[src/rtl/dsp_mac_sequencer.sv]
// ============================================================================
// dsp_mac_sequencer : drives one DSP48A1 slice as a streaming MAC (P = sum A*B)
// Optional ABORT input enabled by defining DSP_MAC_ABORT_EN.
// Revision: 1.0
// ============================================================================
`default_nettype none

module dsp_mac_sequencer #(
  parameter int LEN_W = 16
) (
  input  logic             CLK,
  input  logic             RST_N,
`ifdef DSP_MAC_ABORT_EN
  input  logic             ABORT,
`endif
  input  logic             START,
  input  logic [LEN_W-1:0] LEN,
  output logic             BUSY,
  input  logic             IN_VALID,
  output logic             IN_READY,
  input  logic [17:0]      IN_A,
  input  logic [17:0]      IN_B,
  output logic             RES_VALID,
  input  logic             RES_READY,
  output logic [47:0]      RESULT,
  output logic [17:0]      DSP_A,
  output logic [17:0]      DSP_B,
  output logic [7:0]       DSP_OPMODE,
  output logic             DSP_CE,
  output logic             DSP_RST,
  input  logic [47:0]      DSP_P
);

  typedef enum logic [1:0] {
    IDLE  = 2'd0,
    RUN   = 2'd1,
    DRAIN = 2'd2,
    DONE  = 2'd3
  } state_t;

  localparam logic [7:0] OPM_FIRST  = 8'h01;
  localparam logic [7:0] OPM_ACC    = 8'h09;
  localparam logic [7:0] OPM_BUBBLE = 8'h08;

  state_t           state_q, state_d;
  logic [LEN_W-1:0] remaining_q, remaining_d;
  logic             first_q, first_d;
  logic [2:0]       tag_v_q, tag_v_d;
  logic [2:0]       tag_f_q, tag_f_d;
  logic             busy_q, busy_d;
  logic             in_ready_q, in_ready_d;
  logic             res_valid_q, res_valid_d;
  logic [47:0]      result_q, result_d;
  logic [17:0]      dsp_a_q, dsp_a_d;
  logic [17:0]      dsp_b_q, dsp_b_d;
  logic [7:0]       opmode_q, opmode_d;
  logic             ce_q, ce_d;
  logic             rst_q, rst_d;

  logic handshake;
  logic abort;

`ifdef DSP_MAC_ABORT_EN
  assign abort = ABORT;
`else
  assign abort = 1'b0;
`endif

  assign handshake = (state_q == RUN) && in_ready_q && IN_VALID;

  always_comb begin
    state_d     = state_q;
    remaining_d = remaining_q;
    first_d     = first_q;
    busy_d      = busy_q;
    in_ready_d  = in_ready_q;
    res_valid_d = res_valid_q;
    result_d    = result_q;
    dsp_a_d     = dsp_a_q;
    dsp_b_d     = dsp_b_q;
    ce_d        = 1'b1;
    rst_d       = 1'b0;
    tag_v_d     = {tag_v_q[1:0], handshake};
    tag_f_d     = {tag_f_q[1:0], handshake && first_q};

    unique case (state_q)
      IDLE: begin
        in_ready_d = 1'b0;
        if (START) begin
          busy_d = 1'b1;
          if (LEN != '0) begin
            // Operands are held off for the one cycle the slice spends in reset.
            state_d     = RUN;
            remaining_d = LEN;
            first_d     = 1'b1;
            rst_d       = 1'b1;
          end else begin
            state_d     = DONE;
            result_d    = '0;
            res_valid_d = 1'b1;
          end
        end
      end
      RUN: begin
        in_ready_d = 1'b1;
        if (handshake) begin
          dsp_a_d     = IN_A;
          dsp_b_d     = IN_B;
          first_d     = 1'b0;
          remaining_d = remaining_q - LEN_W'(1);
          if (remaining_q == LEN_W'(1)) begin
            state_d    = DRAIN;
            in_ready_d = 1'b0;
          end
        end
      end
      DRAIN: begin
        // Empty tag pipeline means the last term reached P on the previous edge.
        if (tag_v_q == 3'b000) begin
          result_d    = DSP_P;
          res_valid_d = 1'b1;
          state_d     = DONE;
        end
      end
      DONE: begin
        if (RES_READY) begin
          res_valid_d = 1'b0;
          busy_d      = 1'b0;
          state_d     = IDLE;
        end
      end
      default: state_d = IDLE;
    endcase

    if (abort && (state_q != IDLE)) begin
      state_d     = IDLE;
      busy_d      = 1'b0;
      in_ready_d  = 1'b0;
      res_valid_d = 1'b0;
      tag_v_d     = 3'b000;
      tag_f_d     = 3'b000;
      rst_d       = 1'b1;
    end

    if (tag_v_d[1]) begin
      opmode_d = tag_f_d[1] ? OPM_FIRST : OPM_ACC;
    end else begin
      opmode_d = OPM_BUBBLE;
    end
  end

  always_ff @(posedge CLK or negedge RST_N) begin
    if (!RST_N) begin
      state_q     <= IDLE;
      remaining_q <= '0;
      first_q     <= 1'b0;
      tag_v_q     <= 3'b000;
      tag_f_q     <= 3'b000;
      busy_q      <= 1'b0;
      in_ready_q  <= 1'b0;
      res_valid_q <= 1'b0;
      result_q    <= '0;
      dsp_a_q     <= '0;
      dsp_b_q     <= '0;
      opmode_q    <= '0;
      ce_q        <= 1'b0;
      rst_q       <= 1'b1;
    end else begin
      state_q     <= state_d;
      remaining_q <= remaining_d;
      first_q     <= first_d;
      tag_v_q     <= tag_v_d;
      tag_f_q     <= tag_f_d;
      busy_q      <= busy_d;
      in_ready_q  <= in_ready_d;
      res_valid_q <= res_valid_d;
      result_q    <= result_d;
      dsp_a_q     <= dsp_a_d;
      dsp_b_q     <= dsp_b_d;
      opmode_q    <= opmode_d;
      ce_q        <= ce_d;
      rst_q       <= rst_d;
    end
  end

  assign BUSY       = busy_q;
  assign IN_READY   = in_ready_q;
  assign RES_VALID  = res_valid_q;
  assign RESULT     = result_q;
  assign DSP_A      = dsp_a_q;
  assign DSP_B      = dsp_b_q;
  assign DSP_OPMODE = opmode_q;
  assign DSP_CE     = ce_q;
  assign DSP_RST    = rst_q;

endmodule

`default_nettype wire

[config.mk]
export PLATFORM = sky130hd
export DESIGN_NAME = dsp_mac_sequencer
export DESIGN_NICKNAME = d
export VERILOG_FILES = /design/src/rtl/dsp_mac_sequencer.sv
export SDC_FILE = /design/constraint.sdc
export NUM_CORES = 1
export LEC_CHECK = 0
export CAP_MARGIN = 10
export CORE_ASPECT_RATIO = 1.25
export CORE_MARGIN = 2
export CORE_UTILIZATION = 43
export CTS_CLUSTER_SIZE = 14
export DETAILED_ROUTE_END_ITERATION = 10
export HOLD_SLACK_MARGIN = 0.1
export PLACE_DENSITY_LB_ADDON = 0.05
export SYNTH_ARGS = -nofsm -noshare
export SYNTH_HDL_FRONTEND = slang
export SYNTH_SLANG_ARGS = --single-unit
[constraint.sdc]
create_clock -name CLK -period 2.1 [get_ports CLK]
set_input_delay 0.525 -clock CLK [delete_from_list [all_inputs] [get_ports CLK]]
set_output_delay 0.525 -clock CLK [all_outputs]
set_load 0.01 [all_outputs]
==> flow_summary.yaml, run 1 <==
cells_and_area:
  syn_to_final_growth_pct: 62.96
  layout.nets: 816
  final_layout_size_suffix_gt1_frac: 0.1381
  number_of_diodes_added_for_antenna_fixing: 0
floorplanning:
  die_height_um: 123.7
  top_level_ports: 202
  die_width_um: 99.72
  core_region_area_mm2: 0.01114
  core.rowCount: 43
  dieArea_mm2: 0.01233
  start_util: 0.4422
pwr:
  max_vdd_drop_mv: 0.7979
  power_density_mw_per_mm2: 1524
  design_power_total_mw: 12.23
  p_leak_nw: 3.727
sta:
  final_hold_viol_count: 0
  report.final.slew_viol_count: 0
  maxClockFrequency_mhz: 477.8
  max_slew_margin: 0.6710
  totalNegativeSetupSlack_ps: 0
  finalCriticalPeriod_ps: 2093
  finalCritPeriodShare: 0.9967
  grt_setup_unrepaired: "true"
  final_clock_skew_ps: 8.227
  worst_pin_slew_ps: 489.0
  setup_violations: 0
critical_path:
  startpoint_type: "input pin"
  critical_path_peak_fanout: 8
  reg2reg_from: "state_q[0]"
  rrSetupSlack_ps: 100
  cp_data_required_time_ps: 2420
  critical_path.startpoint: "LEN[10]"
  worst_r2r_path_cells: 9
  worstPathArrival_ps: 2410
  worst_r2r_endpoint: "RESULT[8]"
  critPathKind: "input pin to flop"
  timing.critical_path.to_type: "flop"
  endpoint: "remaining_q[2]"
synthesis:
  post-synth-top-area-fraction: 0.5691
  synth.lib_cells_used.distinct: 49
  netlist_instances: 473
  synth.avg_cell_area_um2: 10.41
  top_post_synthesis_cells_by_count: "126 x sky130_fd_sc_hd__nand2_1, 112 x sky130_fd_sc_hd__dfrtp_1, 52 x sky130_fd_sc_hd__a22o_1, 16 x sky130_fd_sc_hd__a21oi_1"
  post_synth_instance_area_mm2: 0.004925
  yosys_most_used_dff: "sky130_fd_sc_hd__dfrtp_1"
  async_reset_ff_frac: 1.000
  yosysMostFrequentCell: "sky130_fd_sc_hd__nand2_1"
  count_of_flip_flops_with_a_built_in_enable_after_synthesis: 0
  yosys-top-cells-area: "sky130_fd_sc_hd__dfrtp_1 57%, sky130_fd_sc_hd__nand2_1 9.6%, sky130_fd_sc_hd__a22o_1 9.2%"
  yosys_warnings: 0
  synth_largest_area_cell: "sky130_fd_sc_hd__dfrtp_1"
  synth_seq_cells: 113
  seq_area_frac_synth: 0.5744
clock_tree:
  cts_inserted_buffers: 17
  tritoncts: "done"
  clock_sinks: 113
  clk_transition_reported_paths_ps: 60
  clock_latency_ps: 410
  count_of_h_tree_levels_built_during_cts: 4
  clk_root_buffer_cell: "sky130_fd_sc_hd__clkbuf_16"
  clock_tree.buffer_depth: 2
grt:
  global_route.usage.total: 0.2308
  top_usage_layer: "met2"
  grt_start_max_net_pins: 49
  vias_in_the_first_global_route: 4513
  grt_first_pass_wirelength_um: 22430
  m2_gr_usage: 0.3813
  groute.layer.met1.usage: 0.2892
  number_of_antenna_violations_at_the_first_check_in_global_routing: 0
  grt_overflow_total: 0
  groute.layer.met3.usage: 0.06510
drt:
  remaining_drc_errors: 0
  final_antenna_net_count: 0
  total_wirelength_of_the_detailed_routed_design_um: 14790
  drtIter0Drc: 181
  detail_route.wl_per_cell_um: 17.36
  post_drt_via_cell_ratio: 5.234
  detailroute.via_count: 4459
  first_pass_iters: 4
place:
  routabilityCongestion: 0.8389
  hpwlAfterDp_um: 10050
  portBuffers: 195
status:
  run_status: "complete, no violations"
min_path:
  type_of_the_most_critical_hold_path: "flop to flop"
job:
  timing.max_cap.violations: 0
==> worst max-delay path: stages <==
cell and delay [ps]:
sky130_fd_sc_hd__clkdlybuf4s50_1 500, sky130_fd_sc_hd__nor4_4 330, sky130_fd_sc_hd__a41o_1 330, sky130_fd_sc_hd__a21oi_4 130, sky130_fd_sc_hd__buf_4 150, sky130_fd_sc_hd__a31o_2 230
sky130_fd_sc_hd__a211oi_1 210
==> sequential cells by signal, summed over array words and instances (netlist names), 2 cells and up <==
| register | flops |
|---|---|
| remaining_q | 16 |
| tag_v_q | 3 |
| DSP_B | 18 |
| RESULT | 48 |
| state_q | 2 |
| DSP_A | 18 |
==> power breakdown <==
part           leakage, nW  switching, mW  total (mW)  internal, mW
registers             1.39          0.681        3.85          3.17
logic                 2.04           2.45        5.42          2.97
clock network        0.291           1.08        2.97          1.88
total                 3.73           4.21        12.2          8.02
==> area by class of cell <==
class                   count  area (µm²)
fillers                   849        3112
flip-flops and latches    113        2829
repair buffers            243        2449
multi-input cells         317        1924
clock buffers              18       429.2
clock inverters            14       180.2
well taps                 135       168.9
inverters                  12       45.04
==> routing by layer <==
layer	part of all wire	up-vias
li1	-	2114
met1	0.40	2150
met2	0.51	169
met3	0.061	26
met4	0.023	0
met5	0	-
==> worst min-delay path by stage <==
stage | start | end | cells after the start | slack, ps
floorplan | RST_N | BUSY | 0 | 230
global placement | tag_v_q[1] | tag_v_q[2] | 0 | 400
detailed placement | tag_v_q[0] | tag_v_q[1] | 0 | 390
CTS | tag_v_q[0] | tag_v_q[1] | 0 | 410
global route | tag_v_q[0] | tag_v_q[1] | 0 | 420
finish | tag_v_q[0] | tag_v_q[1] | 0 | 400
==> per-stage QoR <==
stage	cells	utilization	instance area, µm²	hold slack [ps]	worst slack [ps]
2_1_floorplan	478	-	4943	229.4	161.3
3_5_place_dp	814	0.6499	7238	393.2	-430.3
5_1_grt	852	0.7206	8025	421.9	-44.83
6_report	852	0.7206	8025	400.8	7.027
3_3_place_gp	814	0.6499	7238	396.0	-419.3
4_1_cts	847	0.7070	7874	407.9	6.524
==> cell families (layout without fill, tap and decap cells) <==
kind of cell | Yosys count | after routing | share of synthesized area
AO/OA/AOI/OAI | 105 | 105 | 0.1613
adder cells (fa/ha/maj) | 7 | 7 | 0.01778
buffers and inverters | 48 | 287 | 0.05157
flip-flops | 113 | 113 | 0.5744
multiplexers | 7 | 7 | 0.01423
other | 2 | 7 | 0.001525
AND/OR/NAND/NOR | 191 | 191 | 0.1791
==> repair_timing <==
action	CTS	global route
gates resized for setup	2	17
pin swaps	0	6
hold buffers	1	0
setup endpoints to repair	16	59
buffers inserted	0	2
endpoints found under the hold margin	32	0
gates cloned	0	3
==> layout by cell type, fill, tap and decap left out, types with 3 or more instances in the layout <==
| cell | netlist | layout |
|---|---|---|
| sky130_fd_sc_hd__a22o_1 | 52 | 52 |
| sky130_fd_sc_hd__nor4_4 | 1 | 5 |
| sky130_fd_sc_hd__bufinv_16 | 0 | 3 |
| sky130_fd_sc_hd__dfrtp_1 | 112 | 112 |
| sky130_fd_sc_hd__nand2_1 | 126 | 126 |
| sky130_fd_sc_hd__nor3_1 | 8 | 8 |
| sky130_fd_sc_hd__nor3b_1 | 3 | 3 |
| sky130_fd_sc_hd__buf_4 | 10 | 39 |
| sky130_fd_sc_hd__mux2i_1 | 7 | 7 |
| sky130_fd_sc_hd__dlymetal6s2s_1 | 0 | 9 |
| sky130_fd_sc_hd__nand3_1 | 11 | 11 |
| sky130_fd_sc_hd__inv_1 | 11 | 10 |
| sky130_fd_sc_hd__inv_6 | 0 | 3 |
| sky130_fd_sc_hd__nand4_1 | 7 | 7 |
| sky130_fd_sc_hd__o21ai_0 | 12 | 12 |
| sky130_fd_sc_hd__o22ai_1 | 7 | 7 |
| sky130_fd_sc_hd__buf_12 | 0 | 6 |
| sky130_fd_sc_hd__a21oi_1 | 16 | 16 |
| sky130_fd_sc_hd__clkinv_4 | 0 | 5 |
| sky130_fd_sc_hd__nor2_1 | 14 | 13 |
| sky130_fd_sc_hd__clkdlybuf4s50_1 | 0 | 185 |
| sky130_fd_sc_hd__nor4_1 | 4 | 4 |
| sky130_fd_sc_hd__clkbuf_16 | 0 | 19 |
| sky130_fd_sc_hd__ha_1 | 7 | 5 |
| sky130_fd_sc_hd__conb_1 | 2 | 7 |
Note: power is estimated with default switching activity, not from simulation.
==> run 2: changes to the inputs <==
Settings changed: CTS_CLUSTER_DIAMETER set to 30.
==> results of run 2 <==
Same layout as run 1: the final DEF is identical, and so are final timing and power.
==> run 3: changes to the inputs <==
Settings changed: PLACE_DENSITY set to 0.76, PLACE_DENSITY_LB_ADDON 0.05 to not set, REMOVE_ABC_BUFFERS set to 1, SETUP_SLACK_MARGIN set to 0.02.
==> flow_summary.yaml, run 3 (synthesis results as in run 1) <==
floorplanning:
  top_level_ports: 202
  die_width_um: 99.72
  die_height_um: 123.7
  start_util: 0.4422
  core.rowCount: 43
  core_region_area_mm2: 0.01114
  dieArea_mm2: 0.01233
drt:
  total_wirelength_of_the_detailed_routed_design_um: 14330
  post_drt_via_cell_ratio: 5.358
  detailroute.via_count: 4560
  first_pass_iters: 5
  drtIter0Drc: 281
  final_antenna_net_count: 0
  remaining_drc_errors: 0
  detail_route.wl_per_cell_um: 16.84
sta:
  max_slew_margin: 0.5718
  setup_violations: 0
  maxClockFrequency_mhz: 488.6
  worst_pin_slew_ps: 642.2
  setup_ws_ps: 53.48
  finalCritPeriodShare: 0.9745
  totalNegativeSetupSlack_ps: 0
  finalCriticalPeriod_ps: 2047
  final_clock_skew_ps: 6.154
  final_hold_viol_count: 0
  grt_setup_unrepaired: "true"
  report.final.slew_viol_count: 0
clock_tree:
  tritoncts: "done"
  clk_transition_reported_paths_ps: 50
  hold_buffers: 0
  clock_tree.buffer_depth: 2
  clock_latency_ps: 410
  clock_sinks: 113
  clk_root_buffer_cell: "sky130_fd_sc_hd__clkbuf_16"
  count_of_h_tree_levels_built_during_cts: 4
  cts_inserted_buffers: 17
place:
  hpwlAfterDp_um: 10010
  portBuffers: 195
  place_worst_setup_slack_ps: -511.0
  routabilityCongestion: 0.8707
critical_path:
  startpoint_type: "input pin"
  critical_path_peak_fanout: 48
  critPathKind: "input pin to flop"
  worstPathArrival_ps: 2380
  cp_data_required_time_ps: 2440
  timing.critical_path.to_type: "flop"
min_path:
  type_of_the_most_critical_hold_path: "input pin to async pin"
pwr:
  p_leak_nw: 3.644
  max_vdd_drop_mv: 0.7381
  power_density_mw_per_mm2: 1499
cells_and_area:
  syn_to_final_growth_pct: 59.78
  layout.nets: 815
  final_layout_size_suffix_gt1_frac: 0.1369
  number_of_diodes_added_for_antenna_fixing: 0
  largest_register_ff_count: 48
  most_frequent_standard_cell_in_the_layout_excluding_fill_and_tap_cells: "sky130_fd_sc_hd__clkdlybuf4s50_1"
  mostFrequentLayoutCells: "186 x sky130_fd_sc_hd__clkdlybuf4s50_1, 126 x sky130_fd_sc_hd__nand2_1, 112 x sky130_fd_sc_hd__dfrtp_1"
grt:
  vias_in_the_first_global_route: 4468
  number_of_antenna_violations_at_the_first_check_in_global_routing: 0
  grt_start_max_net_pins: 114
  grt_overflow_total: 0
  grt_first_pass_wirelength_um: 22800
  global_route.usage.total: 0.2360
status:
  run_status: "complete, no violations"
job:
  timing.max_cap.violations: 0
[run 3: cell count changes in the layout (fill, tap and decap cells not counted), sizes merged]
cell           change
dlymetal6s2s       -3
inv                -3
buf                +2
bufinv             -2
clkinvlp           +2
dlygate4sd2        +2
clkbuf             +1
clkdlybuf4s50      +1
dlygate4sd3        -1
[run 3: layout make-up]
class | count | area [µm²]
inverter | 12 | 45.04
sequential | 113 | 2829
clock buffer | 21 | 450.4
fill | 835 | 3268
clock inverter | 11 | 90.09
multi-input combinational | 317 | 1917
timing repair buffer | 242 | 2369
tap | 135 | 168.9
[run 3: final timing paths]
| check | startpoint | endpoint | slack [ps] | cells past startpoint |
|---|---|---|---|---|
| max in group asynchronous | RST_N | state_q[0] | 1420 | 2 |
| hold reg to reg | tag_f_q[0] | DSP_OPMODE[3] | 410 | 1 |
| setup / recovery | LEN[3] | RESULT[47] | 50 | 9 |
| hold / removal | RST_N | remaining_q[1] | 150 | 2 |
| setup reg to reg | state_q[0] | RESULT[47] | 90 | 9 |
| min in group CLK | tag_f_q[0] | DSP_OPMODE[3] | 410 | 1 |
[run 3: critical path, stage by stage]
cell and delay, ps:
sky130_fd_sc_hd__clkdlybuf4s50_1 430, sky130_fd_sc_hd__nor4_2 270, sky130_fd_sc_hd__buf_4 150, sky130_fd_sc_hd__and4_1 200
sky130_fd_sc_hd__buf_4 130, sky130_fd_sc_hd__o21bai_1 100, sky130_fd_sc_hd__nor2_4 120, sky130_fd_sc_hd__buf_12 230
sky130_fd_sc_hd__a22o_1 190
[run 3: what timing repair did]
| action | 4_1_cts | 5_1_grt |
|---|---|---|
| gates resized for setup | 4 | 18 |
| hold endpoints to repair | 0 | 0 |
| buffers inserted | 0 | 2 |
| gates cloned | 0 | 0 |
| pin swaps | 2 | 8 |
| setup endpoints to repair | 56 | 59 |
[run 3: layer usage]
| metal | GRT usage | up-vias | wire length (µm) |
|---|---|---|---|
| li1 | - | 2121 | - |
| met1 | 0.2974 | 2183 | 5678 |
| met2 | 0.3872 | 228 | 7154 |
| met3 | 0.06734 | 28 | 1151 |
| met4 | 0.09075 | 0 | 344 |
| met5 | 0 | - | 0 |
[run 3: where the power goes]
part           switching (mW)  internal, mW
sequential              0.695          3.17
combinational            2.44          2.89
clock                   0.961          1.64
[run 3: through the flow]
step | utilization | cells | hold slack (ps) | instance area (µm²) | power [mW]
detailed placement | 0.6497 | 817 | 404.5 | 7236 | 9.071
CTS | 0.6991 | 849 | 224.0 | 7786 | 11.75
floorplan | - | 442 | 229.4 | 4735 | 6.171
finish | 0.7066 | 851 | 146.6 | 7869 | 11.80
global placement | 0.6497 | 817 | 398.4 | 7236 | 8.851
global route | 0.7066 | 851 | 237.0 | 7869 | 12.54
